[config.mk]
export PLATFORM = sky130hd
export DESIGN_NAME = bus_pipeline_n_flat
export DESIGN_NICKNAME = d
export VERILOG_FILES = /design/src/rtl/bus_pkg.sv /design/src/rtl/bus_pipeline_n_if.sv /design/src/rtl/bus_skid_stage.sv /design/src/rtl/bus_pipeline_n.sv /design/src/flat_wrapper.sv
export SDC_FILE = /design/constraint.sdc
export NUM_CORES = 1
export LEC_CHECK = 0
export BUFFER_PORTS_ARGS = -buffer_cell sky130_fd_sc_hd__buf_2
export CAP_MARGIN = 10
export CORE_MARGIN = 10
export CORE_UTILIZATION = 30
export CTS_CLUSTER_DIAMETER = 50
export DETAILED_ROUTE_END_ITERATION = 10
export GPL_TIMING_DRIVEN = 0
export HOLD_SLACK_MARGIN = 0.05
export PLACE_DENSITY = 0.58
export SLEW_MARGIN = 20
export SYNTH_ARGS = -nofsm -noshare
export SYNTH_HDL_FRONTEND = slang
export SYNTH_SLANG_ARGS = --single-unit
[constraint.sdc]
create_clock -name clk -period 2 [get_ports clk]
set_clock_uncertainty 0.05 [all_clocks]
set_input_delay 0.4 -clock clk [delete_from_list [all_inputs] [get_ports clk]]
set_output_delay 0.4 -clock clk [all_outputs]
set_load 0.05 [all_outputs]
[src/rtl/bus_pkg.sv]
// Shared definitions for the bus pipeline slice: default widths, sideband
// flag bit positions and the parity helper used by both channels.
package bus_pkg;

   localparam int BUS_DATA_W = 32;
   localparam int BUS_FLAG_W = 8;

   // Bit positions of the sideband flags carried by the flag pipe.
   typedef enum int unsigned {
      FLAG_ACK    = 0,
      FLAG_REQ_W1 = 1,
      FLAG_REQ_W2 = 2,
      FLAG_REQ_R1 = 3,
      FLAG_REQ_R2 = 4,
      FLAG_ABORT  = 5
   } flag_idx_e;

   // Even parity bit over a payload zero-extended to 64 bits; zero
   // extension leaves the parity unchanged.
   function automatic logic parity_even(input logic [63:0] payload);
      return ^payload;
   endfunction

endpackage

[src/rtl/bus_pipeline_n_if.sv]
// Master/slave handshake bundle for the REQ and RSP ready/valid channels.
interface bus_pipeline_n_if
   import bus_pkg::*;
#(
   parameter int DATA_W = BUS_DATA_W
);
   logic              req_valid;
   logic              req_we;
   logic [DATA_W-1:0] req_data;
   logic              req_ready;
   logic              rsp_valid;
   logic [DATA_W-1:0] rsp_data;
   logic              rsp_ready;

   modport master (
      output req_valid, req_we, req_data, rsp_ready,
      input  req_ready, rsp_valid, rsp_data
   );

   modport slave (
      input  req_valid, req_we, req_data, rsp_ready,
      output req_ready, rsp_valid, rsp_data
   );
endinterface

[src/rtl/bus_skid_stage.sv]
// One registered skid stage: output register plus one-word skid buffer.
// in_ready comes straight from a flop, so there is no combinational ready path.
module bus_skid_stage
   import bus_pkg::*;
#(
   parameter int W = 33
) (
   input  logic         clk,
   input  logic         reset,
   input  logic         flush,
   input  logic         in_valid,
   input  logic [W-1:0] in_data,
   output logic         in_ready,
   output logic         out_valid,
   output logic [W-1:0] out_data,
   input  logic         out_ready
);
   logic         out_valid_q, out_valid_d;
   logic [W-1:0] out_data_q,  out_data_d;
   logic         skid_valid_q, skid_valid_d;
   logic [W-1:0] skid_data_q,  skid_data_d;

   // Next-state: refill output from skid first (keeps order), else from input; park input in skid on stall.
   always_comb begin
      out_valid_d  = out_valid_q;
      out_data_d   = out_data_q;
      skid_valid_d = skid_valid_q;
      skid_data_d  = skid_data_q;
      if (flush) begin
         out_valid_d  = 1'b0;
         skid_valid_d = 1'b0;
      end else if (!out_valid_q || out_ready) begin
         if (skid_valid_q) begin
            out_valid_d  = 1'b1;
            out_data_d   = skid_data_q;
            skid_valid_d = 1'b0;
         end else begin
            out_valid_d = in_valid;
            if (in_valid) begin
               out_data_d = in_data;
            end else begin
               out_data_d = out_data_q;
            end
         end
      end else if (in_valid && !skid_valid_q) begin
         skid_valid_d = 1'b1;
         skid_data_d  = in_data;
      end else begin
         skid_valid_d = skid_valid_q;
      end
   end

   // Stage registers, cleared by synchronous reset.
   always_ff @(posedge clk) begin
      if (reset) begin
         out_valid_q  <= 1'b0;
         out_data_q   <= {W{1'b0}};
         skid_valid_q <= 1'b0;
         skid_data_q  <= {W{1'b0}};
      end else begin
         out_valid_q  <= out_valid_d;
         out_data_q   <= out_data_d;
         skid_valid_q <= skid_valid_d;
         skid_data_q  <= skid_data_d;
      end
   end

   assign in_ready  = !skid_valid_q;
   assign out_valid = out_valid_q;
   assign out_data  = out_data_q;
endmodule

[src/rtl/bus_pipeline_n.sv]
// Back-pressure-aware REQ/RSP pipeline between bus master and slaves, with a
// fixed-latency sideband flag pipe and synchronous flush.
// Optional feature: define BUS_PIPE_PARITY_EN to carry an even parity bit per
// word and raise a sticky parity_err on a mismatch at delivery.
module bus_pipeline_n
   import bus_pkg::*;
#(
   parameter int DATA_W      = BUS_DATA_W,
   parameter int REQ_STAGES  = 2,
   parameter int RSP_STAGES  = 2,
   parameter int FLAG_W      = BUS_FLAG_W,
   parameter int FLAG_STAGES = 1
) (
   input  logic              clk,
   input  logic              reset,
   input  logic              flush,
   bus_pipeline_n_if.slave   up,
   bus_pipeline_n_if.master  dn,
   input  logic [FLAG_W-1:0] flags,
   output logic [FLAG_W-1:0] flags_o,
   output logic              parity_err
);
`ifdef BUS_PIPE_PARITY_EN
   localparam int PAR_W = 1;
`else
   localparam int PAR_W = 0;
`endif
   // REQ word = {parity?, we, data}; RSP word = {parity?, data}.
   localparam int REQ_W = DATA_W + 1 + PAR_W;
   localparam int RSP_W = DATA_W + PAR_W;

   logic             req_v [0:REQ_STAGES];
   logic             req_r [0:REQ_STAGES];
   logic [REQ_W-1:0] req_d [0:REQ_STAGES];
   logic             rsp_v [0:RSP_STAGES];
   logic             rsp_r [0:RSP_STAGES];
   logic [RSP_W-1:0] rsp_d [0:RSP_STAGES];

   // Channel entry points; parity is generated once at the stage-0 input.
   assign req_v[0] = up.req_valid;
   assign rsp_v[0] = dn.rsp_valid;
`ifdef BUS_PIPE_PARITY_EN
   assign req_d[0] = {parity_even(64'({up.req_we, up.req_data})), up.req_we, up.req_data};
   assign rsp_d[0] = {parity_even(64'(dn.rsp_data)), dn.rsp_data};
`else
   assign req_d[0] = {up.req_we, up.req_data};
   assign rsp_d[0] = dn.rsp_data;
`endif

   // With zero stages the index-0 wires join directly, giving a passthrough.
   assign up.req_ready = req_r[0];
   assign dn.req_valid = req_v[REQ_STAGES];
   assign dn.req_we    = req_d[REQ_STAGES][DATA_W];
   assign dn.req_data  = req_d[REQ_STAGES][DATA_W-1:0];
   assign req_r[REQ_STAGES] = dn.req_ready;

   assign dn.rsp_ready = rsp_r[0];
   assign up.rsp_valid = rsp_v[RSP_STAGES];
   assign up.rsp_data  = rsp_d[RSP_STAGES][DATA_W-1:0];
   assign rsp_r[RSP_STAGES] = up.rsp_ready;

   for (genvar i = 0; i < REQ_STAGES; i++) begin : g_req
      bus_skid_stage #(.W(REQ_W)) u_stage (
         .clk(clk), .reset(reset), .flush(flush),
         .in_valid(req_v[i]), .in_data(req_d[i]), .in_ready(req_r[i]),
         .out_valid(req_v[i+1]), .out_data(req_d[i+1]), .out_ready(req_r[i+1])
      );
   end

   for (genvar i = 0; i < RSP_STAGES; i++) begin : g_rsp
      bus_skid_stage #(.W(RSP_W)) u_stage (
         .clk(clk), .reset(reset), .flush(flush),
         .in_valid(rsp_v[i]), .in_data(rsp_d[i]), .in_ready(rsp_r[i]),
         .out_valid(rsp_v[i+1]), .out_data(rsp_d[i+1]), .out_ready(rsp_r[i+1])
      );
   end

`ifdef BUS_PIPE_PARITY_EN
   logic req_perr_s, rsp_perr_s;
   logic parity_err_q, parity_err_d;

   assign req_perr_s = dn.req_valid && dn.req_ready &&
      (parity_even(64'(req_d[REQ_STAGES][DATA_W:0])) != req_d[REQ_STAGES][REQ_W-1]);
   assign rsp_perr_s = up.rsp_valid && up.rsp_ready &&
      (parity_even(64'(rsp_d[RSP_STAGES][DATA_W-1:0])) != rsp_d[RSP_STAGES][RSP_W-1]);

   // Sticky error: any delivered word with bad parity sets it until reset.
   always_comb begin
      parity_err_d = parity_err_q || req_perr_s || rsp_perr_s;
   end

   // Error flag register; flush deliberately leaves it alone.
   always_ff @(posedge clk) begin
      if (reset) begin
         parity_err_q <= 1'b0;
      end else begin
         parity_err_q <= parity_err_d;
      end
   end

   assign parity_err = parity_err_q;
`else
   assign parity_err = 1'b0;
`endif

   if (FLAG_STAGES == 0) begin : g_flag_pass
      assign flags_o = flags;
   end else begin : g_flag
      logic [FLAG_W-1:0] flag_q [FLAG_STAGES];
      logic [FLAG_W-1:0] flag_d [FLAG_STAGES];

      // Shift-register next state: no back-pressure, no flush.
      always_comb begin
         flag_d[0] = flags;
         for (int i = 1; i < FLAG_STAGES; i++) begin
            flag_d[i] = flag_q[i-1];
         end
      end

      // Flag pipe registers, cleared only by reset.
      always_ff @(posedge clk) begin
         for (int i = 0; i < FLAG_STAGES; i++) begin
            if (reset) begin
               flag_q[i] <= {FLAG_W{1'b0}};
            end else begin
               flag_q[i] <= flag_d[i];
            end
         end
      end

      assign flags_o = flag_q[FLAG_STAGES-1];
   end
endmodule

[src/flat_wrapper.sv]
// flat-port wrapper written by rule: the top's interface ports become plain ports
module bus_pipeline_n_flat import bus_pkg::*;
#(
   parameter int DATA_W      = BUS_DATA_W,
   parameter int REQ_STAGES  = 2,
   parameter int RSP_STAGES  = 2,
   parameter int FLAG_W      = BUS_FLAG_W,
   parameter int FLAG_STAGES = 1
)
  (clk, reset, flush, flags, flags_o, parity_err, up_req_valid, up_req_we, up_req_data, up_rsp_ready, up_req_ready, up_rsp_valid, up_rsp_data, dn_req_valid, dn_req_we, dn_req_data, dn_rsp_ready, dn_req_ready, dn_rsp_valid, dn_rsp_data);
  bus_pipeline_n_if #(.DATA_W(DATA_W)) up_i ();
  bus_pipeline_n_if #(.DATA_W(DATA_W)) dn_i ();
  input  logic clk;
  input  logic reset;
  input  logic flush;
  input  logic [FLAG_W-1:0] flags;
  output logic [FLAG_W-1:0] flags_o;
  output logic parity_err;
  input wire logic [$bits(up_i.req_valid)-1:0] up_req_valid;
  input wire logic [$bits(up_i.req_we)-1:0] up_req_we;
  input wire logic [$bits(up_i.req_data)-1:0] up_req_data;
  input wire logic [$bits(up_i.rsp_ready)-1:0] up_rsp_ready;
  output wire logic [$bits(up_i.req_ready)-1:0] up_req_ready;
  output wire logic [$bits(up_i.rsp_valid)-1:0] up_rsp_valid;
  output wire logic [$bits(up_i.rsp_data)-1:0] up_rsp_data;
  output wire logic [$bits(dn_i.req_valid)-1:0] dn_req_valid;
  output wire logic [$bits(dn_i.req_we)-1:0] dn_req_we;
  output wire logic [$bits(dn_i.req_data)-1:0] dn_req_data;
  output wire logic [$bits(dn_i.rsp_ready)-1:0] dn_rsp_ready;
  input wire logic [$bits(dn_i.req_ready)-1:0] dn_req_ready;
  input wire logic [$bits(dn_i.rsp_valid)-1:0] dn_rsp_valid;
  input wire logic [$bits(dn_i.rsp_data)-1:0] dn_rsp_data;
  assign up_i.req_valid = up_req_valid;
  assign up_i.req_we = up_req_we;
  assign up_i.req_data = up_req_data;
  assign up_i.rsp_ready = up_rsp_ready;
  assign up_req_ready = up_i.req_ready;
  assign up_rsp_valid = up_i.rsp_valid;
  assign up_rsp_data = up_i.rsp_data;
  assign dn_req_valid = dn_i.req_valid;
  assign dn_req_we = dn_i.req_we;
  assign dn_req_data = dn_i.req_data;
  assign dn_rsp_ready = dn_i.rsp_ready;
  assign dn_i.req_ready = dn_req_ready;
  assign dn_i.rsp_valid = dn_rsp_valid;
  assign dn_i.rsp_data = dn_rsp_data;
  bus_pipeline_n #(.DATA_W(DATA_W), .REQ_STAGES(REQ_STAGES), .RSP_STAGES(RSP_STAGES), .FLAG_W(FLAG_W), .FLAG_STAGES(FLAG_STAGES)) u_core (.clk(clk), .reset(reset), .flush(flush), .up(up_i), .dn(dn_i), .flags(flags), .flags_o(flags_o), .parity_err(parity_err));
endmodule
==> results of run 1 <==
## worst reg2reg max path, cell delays in order, from the launching register on
cell and delay (ns):
dfxtp_1 0.32, buf_2 0.26, nand2_1 0.14, nor3_4 0.36, buf_2 0.45, mux2i_1 0.25
## where the power goes
part | switching, uW | internal [uW] | total [uW]
clock network | 2470 | 3690 | 6160
logic | 642 | 409 | 1050
registers | 68.1 | 5620 | 5690
total | 3180 | 9720 | 12900
## layout make-up
class / count / area (um^2)
diodes: 10 / 25.02
flip-flops and latches: 276 / 5525
multi-input cells: 821 / 6380
well taps: 532 / 665.6
plain buffers: 108 / 589.3
repair buffers: 162 / 853.3
inverters: 2 / 7.507
fillers: 4151 / 25750
clock buffers: 45 / 963.4
clock inverters: 17 / 166.4
## stage by stage
stage               instances  setup WS [ns]  hold slack [ns]  TNS [ns]  util (%)
finish                   1973        0.06283          0.08748         0     37.08
global route             1965       0.004530          0.08848         0     37.03
CTS                      1964       -0.02547          0.06798  -0.02547     36.98
detailed placement       1894        -0.7293           0.4146    -48.12     33.96
global placement         1894        -0.6681           0.4072    -41.77     33.96
floorplan                1208        0.09972           0.3979         0         -
## cell usage after synthesis (3+ instances only)
master / instances / area, um^2
clkbuf_1: 59 / 221.5
nor2_1: 4 / 15.01
or2_1: 64 / 400.4
nor2b_1: 8 / 50.05
buf_6: 12 / 135.1
nand2_1: 3 / 11.26
dfxtp_1: 276 / 5525
nand2b_1: 261 / 1633
a21oi_1: 69 / 345.3
nor3_1: 4 / 20.02
a211oi_1: 65 / 488.0
buf_4: 4 / 30.03
mux2i_1: 325 / 3253
buf_2: 33 / 165.2
## routing by layer
layer | part of all wire, % | vias up | track usage (%)
met1 | 45 | 4240 | 16.55
met4 | 3.3 | 18 | 5.296
met5 | 0.32 | - | 0
met3 | 6.0 | 76 | 4.089
li1 | - | 4572 | -
met2 | 46 | 163 | 21.73
## cell families (layout without fill, tap and decap cells)
family / Yosys count / after routing / synth area share [%]
simple gates: 359 / 359 / 18.16
mux: 325 / 325 / 26.10
flops: 276 / 276 / 44.34
compound gates: 136 / 136 / 6.847
buf+inv: 111 / 334 / 4.518
other cells: 1 / 11 / 0.03009
## cells in the final DEF, fill, tap and decap left out, drive strengths merged
cell type,Yosys,routed
conb,1,1
nand2b,263,263
o21ba,2,2
a211oi,65,65
nor3,6,6
dfxtp,276,276
or4b,1,1
or2,66,66
clkinvlp,0,2
mux2i,325,325
buf,50,203
nand2,3,3
inv,2,6
or3,1,1
and2,2,2
nor2b,8,8
or3b,2,2
nor2,4,4
bufinv,0,2
nor3b,2,2
dlygate4sd3,0,8
diode,0,10
clkbuf,59,104
clkinv,0,9
a21oi,69,69
nor4b,1,1
## repair_timing
item,in CTS,in global routing
endpoints found under the hold margin,8,0
gates resized for setup,10,8
setup endpoints to repair,58,47
pin swaps,0,0
hold buffers,8,0
## state kept, by name, summed over array words and instances (netlist names)
signal,flops
u_core.g_flag.flag_q,8
u_core.g_req.u_stage.out_data,66
u_core.g_req.u_stage.out_valid,2
u_core.g_req.u_stage.skid_data_q,66
u_core.g_req.u_stage.skid_valid_q,2
u_core.g_rsp.u_stage.out_data,64
u_core.g_rsp.u_stage.out_valid,2
u_core.g_rsp.u_stage.skid_data_q,64
u_core.g_rsp.u_stage.skid_valid_q,2
## path summary, 6_finish.rpt
| check | start | to | slack [ns] | depth (start not counted) |
|---|---|---|---|---|
| setup / recovery | u_core.g_req[0].u_stage.skid_valid_q | up_req_ready | 0.06 | 4 |
| hold / removal | dn_rsp_data[20] | u_core.g_rsp[0].u_stage.skid_data_q[20] | 0.09 | 3 |
| setup reg to reg | u_core.g_rsp[1].u_stage.skid_valid_q | u_core.g_rsp[0].u_stage.skid_data_q[23] | 0.08 | 5 |
| hold reg to reg | u_core.g_rsp[0].u_stage.skid_data_q[25] | u_core.g_rsp[0].u_stage.skid_data_q[25] | 0.42 | 2 |
==> metrics, run 1 <==
status=finished clean; Syn Inst Count=1208; clock root buffer=clkbuf_16; CTS Buffer Depth=3; critical path, cell by cell=buf_4 -> buf_6 -> inv_2 -> buf_2; RSZ-0062 raised after global routing=false; Die ar.=50090 um^2; Crit path largest cell delay=roughly 0.3 ns; final hold viol count=0; Syn Nets=1288; Die Ht=223.8 um; H-tree levels=2; Avg Inst Size Synth=10.32 um^2; number of port buffers=154; Area Growth Syn to Fin=21.78%; Final ANT Viol Nets=0; Pwr Density=850.4 nW/um^2; total CTS buffers=35; WP data arrival=about 1.5 ns; critical path buffer and inverter count=4; largest net degree at the start of global routing=13; Post-synth ARST share=0%; final instance area=15180 um^2; Rows=74; initial antenna violation count=15; HPWL after DPL=~25000 um; # IOs=158; Yosys warning count=0; All-Layer GR Usage=13.49%; Placer Congestion=around 0.78; GRT overflow=0; CTS tree=done; Mapped Area=around 12000 um^2; residual DRC count=0; setup violators final=0; dpl cell area=13900 um^2; Max IR drop VDD=0.4356 mV; post-CTS setup buffers=0; final net count=1486; Critical Path RT=around 1.6 ns; Max Clk Rate=a little over 500 MHz; ys flop type=dfxtp_1; Worst setup SP type=flip-flop; clock-pin transition on the worst setup and hold timing paths=0.06 ns; Die Width=about 220 um; # clock sinks=276; number of distinct library cells after synthesis=28; core area=40920 um^2; WS Path Type=reg2out; Clock Latency Late Sink=0.53 ns; Vias=9069; first-pass GRT wire length=53660 um; ratio of cells with drive above 1 in the final layout=around a fifth; Yosys reg bits=276; Vias per Instance=4.597; maxcap violations=0; CP endpoint kind=output port; DRT iter0 DRCs=387; Routed wire per std cell=between 15 and 20 um; Period Utilization, post-route=96.86%; Post-synth EDFFs=0; Final min period=about 1.9 ns; vias in the first global route=9283; Worst-Margin Slew=0.9059 ns; Rel. slew slack=39.61%; worst-path maximum fanout=10; DRT Pass-1 Iters=5; Initial Util=30.45%; slowest CP cell=dfxtp_1; leak pwr=0.005951 uW; worst hold path type=in2reg; register area share after synthesis=~44%; Top delay family on crit path=buffers and inverters; Routed WL=34810 um; Pins Over Slew Limit=0; total power=12910 uW
Power figures use the tool's default switching activity.
==> run 2: changes to the inputs <==
--- a/config.mk
+++ b/config.mk
@@ -13,7 +13,7 @@
 export DETAILED_ROUTE_END_ITERATION = 10
 export GPL_TIMING_DRIVEN = 0
 export HOLD_SLACK_MARGIN = 0.05
-export PLACE_DENSITY = 0.58
+export PLACE_DENSITY_LB_ADDON = 0.25
 export SLEW_MARGIN = 20
 export SYNTH_ARGS = -nofsm -noshare
 export SYNTH_HDL_FRONTEND = slang
==> run 2 against run 1 <==
Effect of this change:
- worst hold slack worse by 0.021 ns
- cell count decreased by 0.15%
- sequential power about the same
- combinational power is essentially flat
- setup slack improved by 0.036 ns
- via count fell by 1.0%
- final area increased by 0.75%
- non-clock buffer count fell by 3
==> metrics, run 2 (synthesized netlist as in run 1, its figures left out) <==
CTS tree=done; Die Ht=223.8 um (unchanged); residual DRC count=0 (unchanged); maxcap violations=0 (unchanged); Rows=74 (unchanged); WS Path Type=reg2out; Worst R2R Start=u_core.g_rsp[1].u_stage.skid_valid_q; final hold viol count=0 (unchanged); worst-path maximum fanout=10 (unchanged); initial antenna violation count=11 (-4); Hold Path Origin=flags[6]; All-Layer GR Usage=13.73% (+0.24 points); crit path from=u_core.g_rsp[0].u_stage.skid_valid_q; HPWL after DPL=25710 um (+1.2%); Max IR drop VDD=0.4381 mV (+0.57%); Vias per Instance=4.557 (-0.86%); Routed wire per std cell=17.88 um (+1.4%); dpl cell area=13900 um^2 (unchanged); R2R depth=5 (unchanged); met2 Usage GRT=21.90% (+0.17 points); status=finished clean; Final min period=1.901 ns (-0.03649 ns); Die Width=223.8 um (unchanged); fin worst setup slack=0.09932 ns (+0.03649 ns); ratio of cells with drive above 1 in the final layout=19.40% (+0.39 points); core area=40920 um^2 (unchanged); Max Clk Rate=526.1 MHz (+1.9%); total CTS buffers=38 (+8.6%); clock-pin transition on the worst setup and hold timing paths=0.05 ns (about the same); Routed WL=35230 um (+1.2%); DRT Pass-1 Iters=4 (-1); Initial Util=30.45% (unchanged); setup violators final=0 (unchanged); worst hold path type=in2reg; Post-Place Setup Slack=-0.6980 ns (+0.03126 ns); commonest non-fill, non-tap cell in the layout=mux2i_1; Rel. slew slack=40.22% (+0.62 points); commonest cells after routing, fill and taps aside=mux2i_1, dfxtp_1, nand2b_1; Vias=8977 (-1.0%); # IOs=158 (unchanged); Placer Congestion=0.7848 (+0.59%); first-pass GRT wire length=54470 um (+1.5%); Die ar.=50090 um^2 (unchanged); number of port buffers=154 (unchanged); Critical Path RT=1.55 ns (about the same); CP endpoint kind=output port; Top Usage Layer GRT=met2; WP data arrival=1.45 ns (-0.04 ns); GRT met3 Usage=4.050% (-0.039 points); final net count=1486 (unchanged); DRT iter0 DRCs=353 (-8.8%); RSZ-0062 raised after global routing=false; largest net degree at the start of global routing=14 (+1); Worst setup SP type=flip-flop; Hold Path Depth=2 (-1); final instance area=15290 um^2 (+0.75%); Pwr Density=884.6 nW/um^2 (+4.0%); # clock sinks=276 (unchanged); total power=13530 uW (+4.8%); Pins Over Slew Limit=0 (unchanged); Period Utilization, post-route=95.03% (-1.8 points); Final ANT Viol Nets=0 (unchanged); CTS Buffer Depth=3 (unchanged); GRT overflow=0 (unchanged); clock root buffer=clkbuf_16; Area Growth Syn to Fin=22.69%; leak pwr=0.005991 uW (+0.66%); met1 usage=17.24% (+0.69 points); vias in the first global route=9255 (-0.30%); Worst-Margin Slew=0.8966 ns (-0.009248 ns); H-tree levels=2 (unchanged); Clock Latency Late Sink=0.53 ns (about the same)
==> run 2: changes by cell type in the layout (fill, tap and decap cells not counted), moves of 2 or more <==
cell	change
dlygate4sd3_1	-2
inv_8	+2
diode_2	-5
clkbuf_16	+4
clkinv_2	-3
clkinvlp_4	+4
clkbuf_4	+2
buf_2	-2
==> run 2: repair_timing <==
action                                  CTS  global route
hold endpoints to repair                  6             0
resized for setup                        10            10
endpoints found under the setup margin   25           104
setup buffers                             0             0
hold buffers                              6             0
==> run 2: power by group <==
group | internal [uW] | switching, uW
combinational | 406 | 644
clock | 4150 | 2640
sequential | 5620 | 67.0
==> run 2: final timing paths <==
kind | endpoint | slack, ns
max | dn_rsp_ready | 0.1
min | u_core.g_flag.flag_q[0][6] | 0.07
max reg2reg | u_core.g_rsp[0].u_stage.skid_data_q[17] | 0.21
min reg2reg | u_core.g_rsp[0].u_stage.skid_data_q[14] | 0.42
==> run 2: stage by stage <==
stage,hold slack [ns],instances,util [%],setup TNS (ns)
after floorplan,0.3979,1208,-,0
after global placement,0.4074,1894,33.96,-40.96
after detailed placement,0.4103,1894,33.96,-43.41
after CTS,0.05442,1967,37.28,0
after global routing,0.06655,1966,37.34,0
final,0.06633,1970,37.36,0
==> run 2: layer usage <==
metal  vias up  routed length (um)  part of all wire [%]
li1       4570                   -                     -
met1      4183               16150                    46
met2       146               15970                    45
met3        66                1963                   5.6
met4        12                1066                   3.0
met5         -                  69                  0.20
==> run 2: area by class of cell <==
class | instances | area, um^2
Timing Repair Buffer | 160 | 833.3
Sequential cell | 276 | 5525
Fill cell | 4178 | 25630
Antenna cell | 5 | 12.51
Buffer | 107 | 593.1
Tap cell | 532 | 665.6
Clock inverter | 20 | 225.2
Clock buffer | 47 | 1046
Multi-Input combinational cell | 821 | 6381
Inverter | 2 | 7.507
==> run 2: worst max-delay path, cell delays in order, from the launching register on <==
cell	delay, ns
dfxtp_1	0.32
buf_6	0.17
buf_12	0.16
inv_1	0.06
clkbuf_4	0.21
